File: src/rtl/knn_host_if.sv
// Host-side wrapper for a k-NN classifier: loads the training table, issues one
// query at a time, waits a fixed classifier latency and hands back the class.
module knn_host_if #(
  parameter int NPoints = 17,
  parameter int Classes = 2,
  parameter int Latency = 2,
  localparam int CW = (Classes > 1) ? $clog2(Classes) : 1,
  localparam int NW = $clog2(NPoints + 1)
) (
  input  logic                          clk_i,
  input  logic                          rstn_i,
  input  logic                          ld_valid_i,
  output logic                          ld_ready_o,
  input  logic [31:0]                   ld_point_i,
  input  logic [CW-1:0]                 ld_class_i,
  input  logic                          clear_i,
  input  logic                          q_valid_i,
  output logic                          q_ready_o,
  input  logic [31:0]                   q_point_i,
  output logic                          r_valid_o,
  input  logic                          r_ready_i,
  output logic [CW-1:0]                 r_class_o,
  output logic [NPoints-1:0][31:0]      knn_points_o,
  output logic [NPoints-1:0][CW-1:0]    knn_classes_o,
  output logic [31:0]                   knn_din_o,
  input  logic [CW-1:0]                 knn_dout_i,
  output logic [NW-1:0]                 count_o
);

  localparam int LW = (Latency > 0) ? $clog2(Latency + 1) : 1;

  typedef enum logic [1:0] {
    LOAD  = 2'd0,
    READY = 2'd1,
    WAIT  = 2'd2,
    RESP  = 2'd3
  } state_e;

  state_e                     state_q;
  logic [NW-1:0]              count_q;
  logic [NW-1:0]              count_d;
  logic [LW-1:0]              wait_q;
  logic [NPoints-1:0][31:0]   pts_q;
  logic [NPoints-1:0][CW-1:0] cls_q;
  logic [31:0]                din_q;
  logic [CW-1:0]              rcls_q;
  logic                       rvalid_q;

  assign count_d = count_q + NW'(1);

  // Handshake readies are pure state decodes so no valid input reaches them.
  assign ld_ready_o    = (state_q == LOAD);
  assign q_ready_o     = (state_q == READY);
  assign r_valid_o     = rvalid_q;
  assign r_class_o     = rcls_q;
  assign knn_points_o  = pts_q;
  assign knn_classes_o = cls_q;
  assign knn_din_o     = din_q;
  assign count_o       = count_q;

  // Control FSM together with table, query and result registers.
  always_ff @(posedge clk_i or negedge rstn_i) begin
    if (!rstn_i) begin
      state_q  <= LOAD;
      count_q  <= '0;
      wait_q   <= '0;
      pts_q    <= '0;
      cls_q    <= '0;
      din_q    <= 32'd0;
      rcls_q   <= '0;
      rvalid_q <= 1'b0;
    end else begin
      case (state_q)
        LOAD: begin
          if (clear_i) begin
            count_q <= '0;
            pts_q   <= '0;
            cls_q   <= '0;
          end else if (ld_valid_i) begin
            for (int i = 0; i < NPoints; i++) begin
              if (count_q == NW'(i)) begin
                pts_q[i] <= ld_point_i;
                cls_q[i] <= ld_class_i;
              end
            end
            count_q <= count_d;
            if (count_d == NW'(NPoints)) begin
              state_q <= READY;
            end
          end
        end
        READY: begin
          // A clear wins over a query offered on the same cycle.
          if (clear_i) begin
            count_q <= '0;
            pts_q   <= '0;
            cls_q   <= '0;
            state_q <= LOAD;
          end else if (q_valid_i) begin
            din_q   <= q_point_i;
            wait_q  <= LW'(Latency);
            state_q <= WAIT;
          end
        end
        WAIT: begin
          if (wait_q == '0) begin
            rcls_q   <= knn_dout_i;
            rvalid_q <= 1'b1;
            state_q  <= RESP;
          end else begin
            wait_q <= wait_q - LW'(1);
          end
        end
        RESP: begin
          if (r_ready_i) begin
            rvalid_q <= 1'b0;
            state_q  <= READY;
          end
        end
        default: begin
          state_q <= LOAD;
        end
      endcase
    end
  end

endmodule

File: config.mk
export PLATFORM = sky130hd
export DESIGN_NAME = knn_host_if
export DESIGN_NICKNAME = d
export VERILOG_FILES = /design/src/rtl/knn_host_if.sv
export SDC_FILE = /design/constraint.sdc
export NUM_CORES = 1
export LEC_CHECK = 0
export BUFFER_PORTS_ARGS = -buffer_cell sky130_fd_sc_hd__buf_2
export CORE_AREA = 3 3 261 263
export CTS_CLUSTER_DIAMETER = 60
export DETAILED_ROUTE_END_ITERATION = 8
export DIE_AREA = 0 0 264 266
export PLACE_DENSITY = 0.6
export SETUP_SLACK_MARGIN = 0.15
export SYNTH_ARGS = -nofsm -noshare
export SYNTH_HDL_FRONTEND = slang
export SYNTH_SLANG_ARGS = --single-unit
File: constraint.sdc
create_clock -name clk_i -period 1.8 [get_ports clk_i]
set_input_delay 0.09 -clock clk_i [delete_from_list [all_inputs] [get_ports clk_i]]
set_output_delay 0.09 -clock clk_i [all_outputs]
set_load 0.01 [all_outputs]
# After elaboration in Yosys (flattened, before gate mapping)
# Index checks and enable logic that the tools add are counted.
# op_classes
reduce_logical	29
bitwise	1
mux	60
eq_ne	48
addsub	2
# op_table
op	n
2-to-1 mux 544 bit	3
case mux 544 bit (2 select lines)	1
2-to-1 mux 32 bit	17
AND reduction 4 bit	18
2-to-1 mux 17 bit	3
!= test 3 x 1 -> 1 bit (second input constant)	17
equality test 5 x 4 -> 1 bit (second input constant)	8
case mux 17 bit (2 select lines)	1
equality test 5 x 3 -> 1 bit (second input constant)	4
2-to-1 mux 1 bit	19
2-to-1 mux 2 bit	9
!= test 2 bit (second input constant)	8
2-to-1 mux 5 bit	3
equality test 5 x 2 -> 1 bit (second input constant)	2
equality test 5 bit (second input constant)	2
case mux 5 bit (2 select lines)	1
AND reduction 3 bit	3
case mux 2 bit (4 select lines)	1
AND reduction 6 bit	1
nonzero test 2 bit	3
adder 5 x 1 -> 5 bit (second input constant)	1
equality test 5 x 1 -> 1 bit (second input constant)	1
zero test 5 bit	1
equality test 2 bit (second input constant)	2
10 further kinds	11
# totals
output_inout_bits	602
wordCells	180
in_bits	72
reg_bits	604

# Longest topological paths before layout
# logic_depth
depth_word	6
depth_mapped	11
ltp_nobuf	7

# Least setup slack after synthesis
# OpenSTA, ideal clock, no wires.
# synth_timing
path_type	flip-flop to flip-flop
start	register count_q[0], in the netlist count_o[0]
end	register pts_q, in the netlist knn_points_o[480]
arrival_time_ps	1833
path_buffers	2
path_slack_ps	-169
setup_time_ps	136
period_less_slack_ps	1969
stages_incl_launch_ff	9
t_required_ps	1664
cell_sequence	dfrtp_1 ha_1 and3_1 ha_1 and3b_1 o21ai_1 buf_2 buf_2 o21ai_0
# synth_between
elab_chain_len	3
# synth_rtl
element	line_no	source
from (decl)	40	logic [NW-1:0] count_q;
from (signal assigned)	86	count_q <= count_d;
equality test 5 x 4 -> 1 bit	81	if (count_q == NW'(i)) begin
!= test 3 x 1 -> 1 bit (no line)	n/a	
AND reduction 4 bit (no line)	n/a	
to (signal, indexed assignment)	82	pts_q[i] <= ld_point_i;
to (decl)	43	logic [NPoints-1:0][31:0] pts_q;
# Every way passes these cells.
# A chain may end at the register's enable or synchronous reset.

# Final worst setup path
# layout_timing
start	register state_q[1]
end	register pts_q, in the netlist knn_points_o[61]
# layout_between
elab_chain_len	3
elab_cells_between_ends	8
classes_between	4 x eq/ne; 1 x mux; 3 x reduce/logical
# layout_rtl
element	line_no	source
from (decl)	39	state_e state_q;
from (signal assigned)	64	state_q <= LOAD;
from (signal assigned)	88	state_q <= READY;
from (signal assigned)	98	state_q <= LOAD;
equality test 2 x 1 -> 1 bit / zero test 2 bit (equally long branches)	73	case (state_q)
!= test 2 bit (no line) (tied with other cells)	n/a	
AND reduction 4 bit (no line)	n/a	
# Parallel ways exist; a longest one is shown, timed or not.

==> out/results.tsv <==
metric	value	unit
area_delta_synth_final	52.1	%
gp_congestion	0.848	
p_sw_share	41.1	%
start_util	34.2	%
ff2ff_setup_slack	-0.12	ns
synth_top_area_share	67.2	%
syn-num-nets	2151	
yosys_warnings	0	
post_drt_wl_per_cell	23.2	um
clk_path_buf_depth	3	
core	0.0659	sq mm
clock_skew	0.0202	ns
p_int	44.0	mW
drtIter0Drc	1328	
fin_crit_sh	107	%
rsz0062_at_grt	true	
synth_most_common_cell	dfrtp_1	
synth_area_per_cell	10.9	sq um
cts_buffers	69	
clock.fmax	520	MHz
clk_latency	0.60	ns
p_total	74.7	mW
nNetsFinal	3036	
cp_cell_sequence	inv_2, ha_4, nor2b_4, buf_6, buf_12, buf_12, o221ai_4, buf_12, clkbuf_16, nand2_1, o21ai_1	
cp_top_family	buffers and inverters	
max_slew_margin	62.3	%
die_w	264	um
cts_tree	done	
dp_hpwl	56.1	mm
cp_max_fo	9	
die-height	266	um
yosysSeqAreaShare	67.2	%
vias_per_cell	5.09	
holdWs	0.0122	ns
ys_async_sr_fraction	100	%
cp.arrival	2.43	ns
switchingPower	30.7	mW
gr-total-overflow	0	
p_leak	17.5	nW
drt_first_pass_iters	6	
cp_common_cell	buf_12	
io_buffers	673	
drv_cap	0	
drtAntennaViolNets	0	
grt_max_degree	94	
antenna_found_initial	1	
vias	19700	
cts_sinks	604	
rr_startpoint	state_q[1]	
r2r_end	knn_points_o[61]	
first_global_vias	18900	
endpoint_kind	register	
syn_inst	2067	
holdCritPathClass	primary input to asynchronous set/reset pin	
fin_crit	1.92	ns
p_seq_share	33.2	%
drive_above_1_share	45.3	%
finalHoldViolCount	0	
cp.required	2.31	ns
synth_common_cells	604 x dfrtp_1, 602 x nand2_1, 431 x o21ai_0	
yosys.cell_types.count	41	
crit_type	register to register	
yosys_register_bits	604	
p_per_area	2180	mW/mm^2
synth_edf_count	0	
die_area	0.0702	sq mm
gr-usage-all-layers	22.7	%
grt_pass1_wl	121	mm
syn-cell-area	0.0225	sq mm
slew_viol_final	0	
cpPeakStageDelay	0.39	ns
dp_slack	-0.230	ns
finalSetupTns	-17.41	ns
critPathLaunchType	register	
yosys-top-cells-area	dfrtp_1 67%, nand2_1 10%, o21ai_0 9.6%, o21ai_1 3.1%, buf_6 1.9%	
worst_pin_slew	0.566	ns
crit_slowest_cell	dfrtp_1	
status	finished with violations	
finalWorstSetupSlack	-0.122	ns
ir_drop	1.09	mV
cp.buffers_inverters	6	
setup_viol	361	
synth_flop_cell	dfrtp_1	
n_fill_cell	5744	
clkPwrFrac	18.3	%
row_count	94	
drcViolationCount	0	
ioPinCount	674	
clk_pin_slew	0.06	ns
num_antenna_cells	0	
routed_wl	89.6	mm
power_frac_comb	48.5	%
root_buffer	clkbuf_16	
r2r_cells	11	
violations	negative setup slack	
htree_levels	3	
synth_top_cell_by_area	dfrtp_1	
[flip-flops by register name, indices dropped and copies added, names as in the netlist]
signal / count
knn_points_o: 544
knn_din_o: 32
knn_classes_o: 17
count_o: 5
state_q: 2
wait_q: 2
r_class_o: 1
r_valid_o: 1
[per-stage QoR]
| stage | instance area, sq um | util, % | instances |
|---|---|---|---|
| 3_3_place_gp | 28100 | 42.7 | 3575 |
| 4_1_cts | 31900 | 48.5 | 3798 |
| 5_1_grt | 34200 | 52.0 | 3863 |
| 2_1_floorplan | 22800 | - | 2067 |
| 3_5_place_dp | 28100 | 42.7 | 3575 |
| 6_report | 34200 | 52.0 | 3863 |
[worst reg2reg max path: cells and delay by family (launching register included)]
| family | cells | cell delay [ns] |
|---|---|---|
| AO/OA/AOI/OAI | 2 | 0.28 |
| adder cells (fa/ha/maj) | 1 | 0.20 |
| buffers and inverters | 6 | 0.86 |
| flip-flops | 1 | 0.39 |
| AND/OR/NAND/NOR | 2 | 0.12 |
[cell families after synthesis]
logic type / Yosys count / synth area share [%]
simple gates: 636 / 11.4
flops: 604 / 67.2
buf+inv: 183 / 4.99
fa+ha+maj: 12 / 0.667
compound gates: 594 / 13.9
xor+xnor: 1 / 0.0389
mux: 37 / 1.83
[cell type report]
cell class | instances | area [sq um] | area share (%)
timing repair buffer | 987 | 8050 | 23.5
sequential | 604 | 15100 | 44.2
multi-input combinational | 1280 | 7760 | 22.7
inverter | 10 | 37.5 | 0.110
clock buffer | 98 | 1980 | 5.77
clock inverter | 20 | 214 | 0.625
tap | 864 | 1080 | 3.16
[power groups by stage]
stage | Combinational (mW) | Clock [mW] | Sequential [mW]
after floorplan | 10.8 | 0 | 26.9
after global placement | 26.5 | 0 | 24.0
after detailed placement | 27.1 | 0 | 24.3
after CTS | 30.0 | 13.9 | 24.2
after global routing | 38.6 | 14.5 | 25.5
final | 36.2 | 13.7 | 24.8
[worst max path at each step]
stage	start	end	slack [ns]	depth (start not counted)
floorplan	state_q[0]	knn_points_o[380]	-0.01	9
global placement	count_o[1]	knn_points_o[180]	-0.20	8
detailed placement	count_o[1]	knn_points_o[180]	-0.23	8
CTS	state_q[0]	knn_points_o[199]	-0.11	9
global route	state_q[1]	knn_points_o[133]	-0.20	11
finish	state_q[1]	knn_points_o[61]	-0.12	11
[layer usage]
layer	track usage (%)	up-vias	wire length, um
met5	0	-	9
met4	11.3	2	4580
met3	4.98	237	6380
met2	38.2	928	43200
met1	27.6	9766	35400
li1	-	8746	-
[layout by cell type, fill, tap and decap left out, types with 66 or more instances in the layout]
cell type,count
buf_2,672
dfrtp_1,598
nand2_1,453
o21ai_1,278
o21ai_0,203
clkbuf_16,104
buf_12,94
o21ai_2,88
nand2_2,83
buf_4,80
nand2_4,66
[repair_timing]
action	4_1_cts	5_1_grt
pin swaps	36	103
hold endpoints to repair	917	0
setup endpoints to repair	602	605
buffers inserted	28	20
gates cloned	14	45
resized for setup	120	435
hold buffers	63	0
(Power assumes the default switching activity.)
